===== src/rtl/writeback_stage.sv =====
// Y86-64 write-back stage: M->W pipeline register, register-file write ports,
// W-stage forwarding outputs, RUN/HALTED control and retired-instruction count.
module writeback_stage #(
   parameter int                DATA_W = 64,
   parameter int                REG_AW = 4,
   parameter int                CNT_W  = 32,
   parameter logic [REG_AW-1:0] RNONE  = '1
) (
   input  logic              clk_i,
   input  logic              rst_n_i,
   input  logic              m_valid_i,
   input  logic [3:0]        m_icode_i,
   input  logic [2:0]        m_stat_i,
   input  logic [DATA_W-1:0] m_valE_i,
   input  logic [DATA_W-1:0] m_valM_i,
   input  logic [REG_AW-1:0] m_dstE_i,
   input  logic [REG_AW-1:0] m_dstM_i,
   input  logic              dmem_error_i,
   input  logic              w_stall_i,
   input  logic              w_bubble_i,
   output logic              rf_weE_o,
   output logic [REG_AW-1:0] rf_addrE_o,
   output logic [DATA_W-1:0] rf_dataE_o,
   output logic              rf_weM_o,
   output logic [REG_AW-1:0] rf_addrM_o,
   output logic [DATA_W-1:0] rf_dataM_o,
   output logic [REG_AW-1:0] w_dstE_o,
   output logic [DATA_W-1:0] w_valE_o,
   output logic [REG_AW-1:0] w_dstM_o,
   output logic [DATA_W-1:0] w_valM_o,
   output logic [2:0]        w_stat_o,
   output logic              cpu_halted_o,
   output logic [CNT_W-1:0]  retired_o
);

   localparam logic [2:0] STAT_AOK = 3'd1;
   localparam logic [2:0] STAT_ADR = 3'd3;

   typedef struct packed {
      logic              valid;
      logic [3:0]        icode;
      logic [2:0]        stat;
      logic [DATA_W-1:0] val_e;
      logic [DATA_W-1:0] val_m;
      logic [REG_AW-1:0] dst_e;
      logic [REG_AW-1:0] dst_m;
   } w_reg_t;

   typedef enum logic {RUN = 1'b0, HALTED = 1'b1} state_t;

   function automatic w_reg_t bubble_entry();
      w_reg_t b;
      b       = '0;
      b.stat  = STAT_AOK;
      b.dst_e = RNONE;
      b.dst_m = RNONE;
      return b;
   endfunction

   state_t          state_q, state_d;
   w_reg_t          w_q, w_d;
   logic [CNT_W-1:0] retired_q;
   logic            ok, halt_now, we_e, we_m;

   // icode is carried in the W register for trace/debug only; no output uses it.
   logic unused_icode;
   assign unused_icode = ^w_q.icode;

   // Writes only for a real, AOK instruction while running.
   assign ok       = (state_q == RUN) && w_q.valid && (w_q.stat == STAT_AOK);
   // A faulting/halting instruction in W stops the machine at the next edge.
   assign halt_now = w_q.valid && (w_q.stat != STAT_AOK);

   // popq %rsp: on a same-id collision the M port wins and E is dropped.
   assign we_m = ok && (w_q.dst_m != RNONE);
   assign we_e = ok && (w_q.dst_e != RNONE) &&
                 !((w_q.dst_m != RNONE) && (w_q.dst_e == w_q.dst_m));

   assign rf_weE_o     = we_e;
   assign rf_addrE_o   = w_q.dst_e;
   assign rf_dataE_o   = w_q.val_e;
   assign rf_weM_o     = we_m;
   assign rf_addrM_o   = w_q.dst_m;
   assign rf_dataM_o   = w_q.val_m;
   assign w_dstE_o     = we_e ? w_q.dst_e : RNONE;
   assign w_valE_o     = w_q.val_e;
   assign w_dstM_o     = we_m ? w_q.dst_m : RNONE;
   assign w_valM_o     = w_q.val_m;
   assign w_stat_o     = w_q.stat;
   assign cpu_halted_o = (state_q == HALTED);
   assign retired_o    = retired_q;

   // Next state and next W contents. On the halting edge the W register is
   // held, so w_stat_o keeps reporting the status that stopped the machine.
   always_comb begin
      state_d = state_q;
      w_d     = w_q;
      if (state_q == RUN) begin
         if (halt_now) begin
            state_d = HALTED;
         end else if (!w_stall_i) begin
            if (w_bubble_i) begin
               w_d = bubble_entry();
            end else begin
               w_d.valid = m_valid_i;
               w_d.icode = m_icode_i;
               w_d.stat  = dmem_error_i ? STAT_ADR : m_stat_i;
               w_d.val_e = m_valE_i;
               w_d.val_m = m_valM_i;
               w_d.dst_e = m_dstE_i;
               w_d.dst_m = m_dstM_i;
            end
         end
      end
   end

   // FSM state register.
   always_ff @(posedge clk_i or negedge rst_n_i) begin
      if (!rst_n_i) state_q <= RUN;
      else          state_q <= state_d;
   end

   // W pipeline register; reset drops any in-flight instruction.
   always_ff @(posedge clk_i or negedge rst_n_i) begin
      if (!rst_n_i) w_q <= bubble_entry();
      else          w_q <= w_d;
   end

   // Count an entry once, on the edge where it leaves W (not while stalled).
   always_ff @(posedge clk_i or negedge rst_n_i) begin
      if (!rst_n_i)               retired_q <= '0;
      else if (ok && !w_stall_i)  retired_q <= retired_q + 1'b1;
   end

endmodule

===== config.mk =====
export PLATFORM = sky130hd
export DESIGN_NAME = writeback_stage
export DESIGN_NICKNAME = d
export VERILOG_FILES = /design/src/rtl/writeback_stage.sv
export SDC_FILE = /design/constraint.sdc
export NUM_CORES = 1
export LEC_CHECK = 0
export ABC_AREA = 1
export BUFFER_PORTS_ARGS = -buffer_cell sky130_fd_sc_hd__buf_2
export CAP_MARGIN = 5
export CORE_MARGIN = 10
export CORE_UTILIZATION = 30
export DETAILED_ROUTE_END_ITERATION = 8
export SETUP_SLACK_MARGIN = 0.15
export SYNTH_ARGS = -nofsm -noshare
export SYNTH_HDL_FRONTEND = slang
export SYNTH_SLANG_ARGS = --single-unit

===== constraint.sdc =====
create_clock -name clk_i -period 1.9 [get_ports clk_i]
set_clock_uncertainty 0.1 [all_clocks]
set_input_delay 0.095 -clock clk_i [delete_from_list [all_inputs] [get_ports clk_i]]
set_output_delay 0.095 -clock clk_i [all_outputs]
set_load 0.03 [all_outputs]

==> results.md <==
- The run finished, with violations left.
- The checks that failed: setup timing.
- The clock root buffer is clkbuf_16.
- The average instance in the mapped netlist occupies 8.36 um^2.
- Cells with a size suffix above 1 make up 51.5% of the layout.
- The share of synthesized area in the top cell type comes to 42.6%.
- The level count of the clock H-tree is 4.
- After detailed placement, the total cell area comes to 10500 um^2.
- TritonCTS built the clock tree.
- In this run the remaining antenna-violating nets after routing total 0.
- The sequential cell area in the final layout is 4340 um^2.
- The worst register-to-register path ends at rf_dataE_o[24].
- The endpoint class of the critical path is a register.
- In the final timing run, aggregate negative setup slack is -4.18 ns.
- The number of clock sinks seen by CTS is 173.
- By area the synthesized netlist is led by dfrtp_1 (43%), buf_4 (22%), nand2_1 (13%), nand3_1 (8.3%), dfstp_2 (2.5%).
- The total track usage is 18.1%.
- Dividing total power by cell area gives a power density of 1500 nW/um^2.
- On the critical path, the stage with the largest delay is an instance of dfstp_2.
- Among the stages of the critical path, the cell type that occurs most often is buf_12.
- The initial utilization of the core area, before any placement, comes to 30.5%.
- The final routed wirelength across all metal layers is 39.7 mm.
- The hold violation total from the final report came to 0.
- The number of cells on the critical path is 12.
- The highest fanout seen on the critical path is 7.
- Detailed placement finished with a half-perimeter wire length of 24.0 mm.
- The via count is 9094.
- The most critical setup path has its startpoint at w_stat_o[0].
- The global-route wire length before repair is 54.8 mm.
- Clock-pin slew was measured on the worst setup and hold paths at 0.07 ns.
- The total overflow left after global routing is 0.
- The number of buffer cells added on primary ports is 454.
- Yosys instantiated no cell more often than nand2_1.
- The largest net degree at the start of global routing is 61.
- The height of the die is 199 um.
- In this run, the number of DRC markers left after iteration 0 of detailed routing was 527.
- Clock latency on the worst-skew pair, taken at its later pin, is 0.44 ns.
- The time the final worst path needs with I/O delays and setup is 2.01 ns.
- Measured in cells, the most critical reg-to-reg path has a length of 12.
- The final cycle utilization of the critical path is 106%.
- The final routed DRC violation total is 0.
- Broken down by cell family, the worst path's largest delay share belongs to buffers and inverters.
- dfrtp_1 takes more of the synthesized area than any other cell.
- The most used flip-flop cell after synthesis is dfrtp_1.
- The number of vias per cell is 4.59.
- The final count of negative-setup-slack endpoints is 105.
- Summing every instance area after synthesis gives 9640 um^2.
- Based on the critical path, the design can be clocked at up to 0.498 GHz.
- STA classifies the critical path startpoint as a register.
- At the end of routability-driven placement, the weighted congestion stood at 0.861.
- Compared with the post-synthesis result, the final layout area differs by 54.7%.
- The worst path setup slack after routing is -0.109 ns.
- Ranked by instance count, the synthesized netlist is headed by nand2_1 (342), buf_4 (282), dfrtp_1 (164).
- In this design, the stage delay of the slowest critical-path cell is 0.56 ns.
- After floorplanning, the core was sized to cover 31600 um^2.
- The die width is 199 um.
- In this run the static leakage power is 7.86 nW.
- For the worst setup path, the data arrival time is 2.28 ns.
- The final-layout fill cell count is 2868.
- Setup repair after global routing could not meet its margin everywhere.
- In this run the core area contains 65 standard-cell rows.
- In this run, synthesis inferred 0 flip-flops with an integrated enable.
- The worst register-to-register path begins at w_stat_o[0].
- The final instance area is 14900 um^2.
- The max-capacitance violation count is 0.
- For this run, the post-layout net count is 1712.
- Prior to clock tree synthesis, the placed netlist has a worst setup slack of 0.0877 ns.
- The critical path in this run is classified as register to register.
- The number of global-route vias before repair is 9107.
- The final count of pins violating max slew is 0.
- The signal on the critical path passes through nand3_4, buf_6, nand2_2, nand2_2, nor2_4, buf_6, buf_12, buf_12, buf_12, clkbuf_16, nand3_1, nand2_1.
- The initial antenna violation count is 3.
- The synthesis-stage register bit count is 173.
- The critical path endpoint is rf_dataE_o[24].
- After detailed routing, the average wire length per cell comes to 20.1 um.
- Synthesis produced a netlist whose cell count is 1153.
- The number of nets handed over by synthesis was 1303.
- The worst reg-to-reg setup slack is -0.11 ns.
- The clock passes through at most 2 buffers.
- The multi-input combinational cells in the finished layout cover a total of 3680 um^2.
- The relative slew slack is 58.6%.
- The tightest min-delay check is of the primary input to async pin type.
- The share of the yosys chip area belonging to registers is 45.0%.
- Counting distinct cell types in the post-synthesis netlist gives 27.
- The worst-case IR drop observed on VDD is 0.963 mV.
- 459 I/O pins were placed.
- At the pin with the least slew margin, the transition time is 0.621 ns.
- Buffers inserted during clock tree synthesis total 17.
- STA puts the critical path data required time at 2.18 ns.
- The share of async-settable or async-resettable flops after synthesis is 100%.
- The first detailed-routing pass took 5 iterations.
- Counting both buffers and inverters, the worst setup path holds a total of 6.
- Yosys printed 0 warnings.
- The die covers 39700 um^2.
[metrics by stage]
| stage | util (%) | cells | total power [W] | hold WS (ns) |
|---|---|---|---|---|
| final | 47.1 | 1980 | 0.0224 | 0.100 |
| after global routing | 47.1 | 1980 | 0.0234 | 0.141 |
| after global placement | 33.2 | 1726 | 0.0177 | 0.0387 |
| after CTS | 43.4 | 1955 | 0.0219 | 0.111 |
| after floorplan | - | 1153 | 0.0176 | -0.301 |
| after detailed placement | 33.2 | 1726 | 0.0178 | 0.0352 |
[power breakdown]
| part | internal, W | total [W] | switching (W) |
|---|---|---|---|
| Combinational | 0.00331 | 0.0120 | 0.00872 |
| Sequential | 0.00524 | 0.00681 | 0.00157 |
| Clock | 0.00198 | 0.00357 | 0.00159 |
| Total | 0.0105 | 0.0224 | 0.0119 |
[kinds of logic (layout without fill, tap and decap cells)]
logic type	after synthesis	count (layout)	share of synthesized area, %
simple gates	576	578	26.0
buf+inv	362	782	25.9
flops	173	173	45.0
xor+xnor	21	21	1.91
compound gates	20	20	1.04
fa+ha+maj	1	1	0.130
other cells	0	3	0
[placed cells by master, fill, tap and decap left out, drive strengths merged, types with 6 or more instances in the layout]
cell type	count
clkbuf	26
nor3	9
inv	53
dfstp	9
nand4	12
buf	544
xor2	15
o21ai	20
clkinv	11
nand2	343
dfrtp	164
xnor2	6
nor2	47
nand3	163
dlygate4sd3	146
[registers in the layout, summed over array words and instances, names as in the netlist]
| name | count |
|---|---|
| rf_dataE_o | 64 |
| rf_dataM_o | 64 |
| retired_o | 32 |
| rf_addrE_o | 4 |
| rf_addrM_o | 4 |
| w_stat_o | 3 |
| cpu_halted_o | 1 |
| w_q | 1 |
[final cells by class]
class / instances / area share, %
Clock inverter: 14 / 0.956
Sequential cell: 173 / 29.1
Timing Repair inverter: 3 / 0.411
Antenna cell: 3 / 0.0503
Clock buffer: 18 / 2.94
Inverter: 49 / 1.44
Timing Repair Buffer: 698 / 37.0
Multi-Input combinational cell: 620 / 24.7
Tap cell: 402 / 3.37
[timing repair]
item / 4_1_cts / 5_1_grt
endpoints found under the hold margin: 227 / 0
buffers inserted: 28 / 10
hold buffers: 146 / 0
setup endpoints to repair: 100 / 175
pin swaps: 28 / 89
resized for setup: 117 / 223
cloned: 23 / 12
[routing by layer]
layer	global-route usage, %	share of wire (%)	up-vias
li1	-	-	4202
met1	21.3	40	4412
met2	29.7	49	413
met3	5.47	8.4	67
met4	8.08	3.0	0
met5	0	0	-
[worst min-delay path by stage]
stage,slack [ns],start,cells after the start,to
2_1_floorplan,-0.30,rst_n_i,0,cpu_halted_o
3_3_place_gp,0.04,rst_n_i,1,retired_o[28]
3_5_place_dp,0.04,rst_n_i,1,rf_dataM_o[39]
4_1_cts,0.11,rst_n_i,2,retired_o[28]
5_1_grt,0.14,rst_n_i,2,retired_o[28]
6_report,0.1,rst_n_i,2,rf_dataM_o[39]
Power figures use the tool's default switching activity.
